==> config.mk <==
export PLATFORM = sky130hd
export DESIGN_NAME = aq_axilm_bridge
export DESIGN_NICKNAME = d
export VERILOG_FILES = /design/src/rtl/aq_axil_pkg.sv /design/src/rtl/aq_axilm_bridge.sv
export SDC_FILE = /design/constraint.sdc
export NUM_CORES = 1
export LEC_CHECK = 0
export ABC_CLOCK_PERIOD_IN_PS = 2500
export CAP_MARGIN = 20
export CORE_MARGIN = 10
export CORE_UTILIZATION = 40
export DETAILED_ROUTE_END_ITERATION = 7
export GPL_TIMING_DRIVEN = 0
export PLACE_DENSITY_LB_ADDON = 0.05
export SYNTH_ARGS = -nofsm -noshare
export SYNTH_HDL_FRONTEND = slang
export SYNTH_SLANG_ARGS = --single-unit
==> constraint.sdc <==
create_clock -name ACLK -period 2.5 [get_ports ACLK]
set_clock_uncertainty 0.2 [all_clocks]
set_input_delay 0.375 -clock ACLK [delete_from_list [all_inputs] [get_ports ACLK]]
set_output_delay 0.375 -clock ACLK [all_outputs]
set_load 0.1 [all_outputs]
==> src/rtl/aq_axil_pkg.sv <==
// Shared AXI4-Lite definitions: FSM state encoding, response codes and the
// default CACHE/PROT attributes used by the bridge and the slave blocks.
package aq_axil_pkg;

  typedef enum logic [2:0] {
    ST_IDLE  = 3'd0,
    ST_WADDR = 3'd1,
    ST_WRESP = 3'd2,
    ST_RADDR = 3'd3,
    ST_RRESP = 3'd4
  } axil_state_t;

  localparam logic [1:0] RESP_OKAY   = 2'b00;
  localparam logic [1:0] RESP_EXOKAY = 2'b01;
  localparam logic [1:0] RESP_SLVERR = 2'b10;
  localparam logic [1:0] RESP_DECERR = 2'b11;

  localparam logic [3:0] AXI_CACHE_DEFAULT = 4'b0011;
  localparam logic [2:0] AXI_PROT_DEFAULT  = 3'b000;

  // EXOKAY counts as success; only SLVERR/DECERR flag an error.
  function automatic logic resp_is_err(input logic [1:0] resp);
    case (resp)
      RESP_OKAY, RESP_EXOKAY:   return 1'b0;
      RESP_SLVERR, RESP_DECERR: return 1'b1;
      default:                  return 1'b1;
    endcase
  endfunction

endpackage

==> src/rtl/aq_axilm_bridge.sv <==
// AXI4-Lite master: turns single-beat pulse-request local commands into one
// outstanding AXI4-Lite read or write transaction at a time.
module aq_axilm_bridge
  import aq_axil_pkg::*;
#(
  parameter logic [3:0] C_AXI_CACHE = AXI_CACHE_DEFAULT,
  parameter logic [2:0] C_AXI_PROT  = AXI_PROT_DEFAULT
) (
  input  logic        ACLK,
  input  logic        ARESET,
  input  logic        LOCAL_CS,
  input  logic        LOCAL_RNW,
  input  logic [31:0] LOCAL_ADDR,
  input  logic [3:0]  LOCAL_BE,
  input  logic [31:0] LOCAL_WDATA,
  output logic        LOCAL_BUSY,
  output logic        LOCAL_ACK,
  output logic [31:0] LOCAL_RDATA,
  output logic        LOCAL_ERR,
  output logic [31:0] M_AXI_AWADDR,
  output logic [3:0]  M_AXI_AWCACHE,
  output logic [2:0]  M_AXI_AWPROT,
  output logic        M_AXI_AWVALID,
  input  logic        M_AXI_AWREADY,
  output logic [31:0] M_AXI_WDATA,
  output logic [3:0]  M_AXI_WSTRB,
  output logic        M_AXI_WVALID,
  input  logic        M_AXI_WREADY,
  input  logic        M_AXI_BVALID,
  output logic        M_AXI_BREADY,
  input  logic [1:0]  M_AXI_BRESP,
  output logic [31:0] M_AXI_ARADDR,
  output logic [3:0]  M_AXI_ARCACHE,
  output logic [2:0]  M_AXI_ARPROT,
  output logic        M_AXI_ARVALID,
  input  logic        M_AXI_ARREADY,
  input  logic [31:0] M_AXI_RDATA,
  input  logic [1:0]  M_AXI_RRESP,
  input  logic        M_AXI_RVALID,
  output logic        M_AXI_RREADY
);

  axil_state_t state;
  logic        aw_done;
  logic        w_done;

  assign M_AXI_AWCACHE = C_AXI_CACHE;
  assign M_AXI_ARCACHE = C_AXI_CACHE;
  assign M_AXI_AWPROT  = C_AXI_PROT;
  assign M_AXI_ARPROT  = C_AXI_PROT;

  // A channel is finished once its flag has dropped or is handshaking now.
  assign aw_done = !M_AXI_AWVALID || M_AXI_AWREADY;
  assign w_done  = !M_AXI_WVALID  || M_AXI_WREADY;

  always_ff @(posedge ACLK) begin
    if (ARESET) begin
      state         <= ST_IDLE;
      M_AXI_AWVALID <= 1'b0;
      M_AXI_WVALID  <= 1'b0;
      M_AXI_BREADY  <= 1'b0;
      M_AXI_ARVALID <= 1'b0;
      M_AXI_RREADY  <= 1'b0;
      M_AXI_AWADDR  <= '0;
      M_AXI_ARADDR  <= '0;
      M_AXI_WDATA   <= '0;
      M_AXI_WSTRB   <= '0;
      LOCAL_BUSY    <= 1'b0;
      LOCAL_ACK     <= 1'b0;
      LOCAL_ERR     <= 1'b0;
      LOCAL_RDATA   <= '0;
    end else begin
      LOCAL_ACK <= 1'b0;
      case (state)
        ST_IDLE: begin
          // BUSY still covers the ACK cycle, so a request is taken one cycle later.
          if (LOCAL_BUSY) begin
            LOCAL_BUSY <= 1'b0;
          end else if (LOCAL_CS) begin
            LOCAL_BUSY <= 1'b1;
            if (LOCAL_RNW) begin
              M_AXI_ARADDR  <= LOCAL_ADDR;
              M_AXI_ARVALID <= 1'b1;
              state         <= ST_RADDR;
            end else begin
              M_AXI_AWADDR  <= LOCAL_ADDR;
              M_AXI_WDATA   <= LOCAL_WDATA;
              M_AXI_WSTRB   <= LOCAL_BE;
              M_AXI_AWVALID <= 1'b1;
              M_AXI_WVALID  <= 1'b1;
              state         <= ST_WADDR;
            end
          end
        end
        ST_WADDR: begin
          if (M_AXI_AWVALID && M_AXI_AWREADY) M_AXI_AWVALID <= 1'b0;
          if (M_AXI_WVALID && M_AXI_WREADY)   M_AXI_WVALID  <= 1'b0;
          if (aw_done && w_done) begin
            M_AXI_BREADY <= 1'b1;
            state        <= ST_WRESP;
          end
        end
        ST_WRESP: begin
          if (M_AXI_BVALID && M_AXI_BREADY) begin
            M_AXI_BREADY <= 1'b0;
            LOCAL_ACK    <= 1'b1;
            LOCAL_ERR    <= resp_is_err(M_AXI_BRESP);
            state        <= ST_IDLE;
          end
        end
        ST_RADDR: begin
          if (M_AXI_ARREADY) begin
            M_AXI_ARVALID <= 1'b0;
            M_AXI_RREADY  <= 1'b1;
            state         <= ST_RRESP;
          end
        end
        ST_RRESP: begin
          if (M_AXI_RVALID && M_AXI_RREADY) begin
            M_AXI_RREADY <= 1'b0;
            LOCAL_RDATA  <= M_AXI_RDATA;
            LOCAL_ACK    <= 1'b1;
            LOCAL_ERR    <= resp_is_err(M_AXI_RRESP);
            state        <= ST_IDLE;
          end
        end
        default: state <= ST_IDLE;
      endcase
    end
  end

endmodule

==> key figures <==
Timing
  • Crit path time final: 2460 ps
  • Slew @ Worst Pin: 1070 ps
  • FMAX: 406 MHz
  • Final setup vio count: 0
  • Final number of hold-violating endpoints: 0
  • Worst hold slack: 249 ps
  • Worst slew margin: 0.288
  • RSZ-0062 raised after global routing: no
  • Final period utilization: 0.985
  • Final Max Slew Viols: 0

Place
  • DP Area: 7960 µm²
  • Hpwl dp: 14.6 mm
  • Placed insts: 1,093
  • Input/output buffers: 249
  • Global placer's final weighted congestion: 0.806

Floorplan
  • Cell row count: 41
  • Die area: 18,000 µm²
  • Die height: 134 µm
  • Die X: 134 µm
  • IO Count: 267
  • Core Area: 12,700 µm²
  • Initial Util: 0.411

Synth
  • Async set or reset register ratio after synthesis: 0
  • Syn Area/Cell: 7.89 µm²
  • Post-synthesis cell area: 5200 µm²
  • Yosys cell types: 31
  • Cells after synthesis: 660
  • Post-synth top area cell: dfxtp_1
  • Yosys reg bits: 143
  • Synth top area cells: dfxtp_1, nand2_1, a21oi_1
  • Synth top area share: 0.550
  • Post-synth EDFFs: 0
  • Total number of yosys warnings: 0
  • Post-synth top cells: nand2_1, dfxtp_1, a21oi_1, clkbuf_1, buf_4
  • Proportion of synthesized chip area in sequential cells: 0.550
  • Most frequent cell after synthesis: nand2_1
  • Ys flop type: dfxtp_1

Worst setup path
  • Cell Chain, Critical Path: clkdlybuf4s50_1
  • R2r startpoint: state[2]
  • Cell type of the slowest stage on the worst timing path: clkdlybuf4s50_1
  • Worst reg2reg path depth: 5
  • CP arrival: 1890 ps
  • Kind of critical path: reg -> out
  • Reg2Reg Setup Slack: 300 ps
  • CP delay by family, top: buffers and inverters
  • CP Max Fanout: 2
  • Worst path required time: 1920 ps
  • Worst setup EP type: output pin
  • Startpoint types: flop
  • CP bufs+invs: 1
  • Worst path max stage delay: 1140 ps
  • FF-to-FF End: M_AXI_WDATA[29]
  • Critical Path Start: M_AXI_WDATA[3]

Min path
  • Hold Path Origin: M_AXI_ARADDR[31]
  • Hold Crit Depth: 2
  • HP Class: reg -> reg
  • Hold EP: M_AXI_ARADDR[31]

Drt
  • DRC Markers: 0
  • Antenna-violating nets left: 0
  • Initial drt markers: 236
  • Via Count: 5,347
  • Via density: 4.75
  • Wire per inst: 16.6 µm
  • Initial DRT Pass Iterations: 4
  • Routed WL: 18.7 mm

Final layout
  • Final instance area: 8690 µm²
  • Fin nets: 1,053
  • Final core utilization: 0.686
  • Share of cells above drive strength 1: 0.0651
  • Filler cells: 1,080
  • ANT cells: 0
  • Post-route insts no fill: 1,125
  • Area Overhead vs Synth: 67.0%

Clock network
  • Clock root cell: clkbuf_16
  • Clock latency on the worst-skew pair: 420 ps
  • # Post-CTS Setup Buffers: 0
  • TritonCTS clock tree: done
  • CTS Sinks: 143
  • Max Buffers Root-to-Sink: 2
  • H-tree depth: 4
  • Clock Pin Slew Worst Setup and Hold Paths: 60 ps
  • CTS Buf Count: 17
  • Hold buffers post-CTS: 0

Job
  • Max_cap viols: 0

Global route
  • Total GRT Usage: 0.203
  • Largest net degree at the start of global routing: 17
  • Grt ovf: 0
  • Vias in the first global route: 5,395
  • Initial antenna violation count: 0
  • First-pass GRT wire length: 28.7 mm

Power
  • Tot Pwr: 8300 µW
  • Clock power share: 0.335
  • Leak: 0.00454 µW
  • P_sw: 3290 µW
  • Reg power frac: 0.314
  • Int Pwr: 5010 µW
  • Cell Pwr Density: 955 nW/µm²
  • Worst VDD drop: 0.000569 V
  • Gate power share: 0.351
  • Net Sw Frac: 0.396

Run status
  • Run status: completed
-- metrics by stage --
stage                     setup WS [ps]  setup TNS [ps]
after floorplan                     152               0
after global placement            -32.6            -289
after detailed placement          -68.4           -1820
after CTS                         0.494               0
after global routing              0.431               0
final                              36.4               0
-- cell usage in the layout, fill, tap and decap left out, types with 14 or more instances in the layout --
| cell | instances |
|---|---|
| dlygate4sd2_1 | 66 |
| buf_4 | 14 |
| conb_1 | 14 |
| nand2_1 | 272 |
| clkdlybuf4s50_1 | 117 |
| a21oi_1 | 138 |
| clkbuf_16 | 17 |
| clkbuf_1 | 36 |
| dfxtp_1 | 143 |
| dlymetal6s2s_1 | 66 |
-- how the worst max path moves through the flow --
stage / cells past startpoint / slack [ps] / endpoint
2_1_floorplan: 7 / 150 / M_AXI_WDATA[10]
3_3_place_gp: 6 / -30 / M_AXI_AWADDR[18]
3_5_place_dp: 6 / -70 / M_AXI_AWADDR[5]
4_1_cts: 1 / 0.5 / M_AXI_ARADDR[23]
5_1_grt: 1 / 0.4 / M_AXI_ARADDR[16]
6_report: 1 / 40 / M_AXI_WDATA[3]
-- kinds of logic after synthesis --
family                 after synthesis  synth area share
DFF                                143             0.550
and+or+nand+nor                    300             0.234
buffers and inverters               64            0.0627
muxes                                2           0.00385
AOI/OAI and AO/OA                  149             0.148
other                                2           0.00144
-- metal layers --
metal	track usage	vias to the layer above	part of all wire
met5	0	-	0
met4	0.0859	0	0.023
met3	0.100	26	0.11
met2	0.345	208	0.49
met1	0.207	2442	0.38
li1	-	2671	-
-- power by group through the flow --
stage          Sequential, µW  Combinational, µW  Clock [µW]
3_5_place_dp             2660               2990           0
4_1_cts                  2610               2930        2830
6_report                 2610               2910        2780
5_1_grt                  2640               3060        2940
2_1_floorplan            4110                732           0
3_3_place_gp             2650               2960           0
-- area by class of cell --
cell class,count,area (µm²),share of cell area
buffer,63,323,0.0371
clock buffer,20,467,0.0537
clock inverter,12,188,0.0216
inverter,1,3.75,0.000432
multi-input combinational,465,2060,0.237
sequential,143,2860,0.329
tap,172,215,0.0248
timing repair buffer,249,2570,0.296
-- registers in the layout, summed over array words and instances, names as in the netlist, 3 cells and up --
| signal | cells |
|---|---|
| M_AXI_ARADDR | 32 |
| state | 3 |
| M_AXI_WSTRB | 4 |
| M_AXI_AWADDR | 32 |
| M_AXI_WDATA | 32 |
| LOCAL_RDATA | 32 |
-- worst register-to-register path, delay by kind of cell (launching register included) --
family	cells	cell delay (ps)
buffers and inverters	2	680
AO/OA/AOI/OAI	1	160
AND/OR/NAND/NOR	2	750
flip-flops	1	340
-- what timing repair did --
action / 4_1_cts / 5_1_grt
resized for setup: 66 / 66
endpoints found under the setup margin: 66 / 66
gates cloned: 0 / 0
Power figures use the tool's default switching activity.
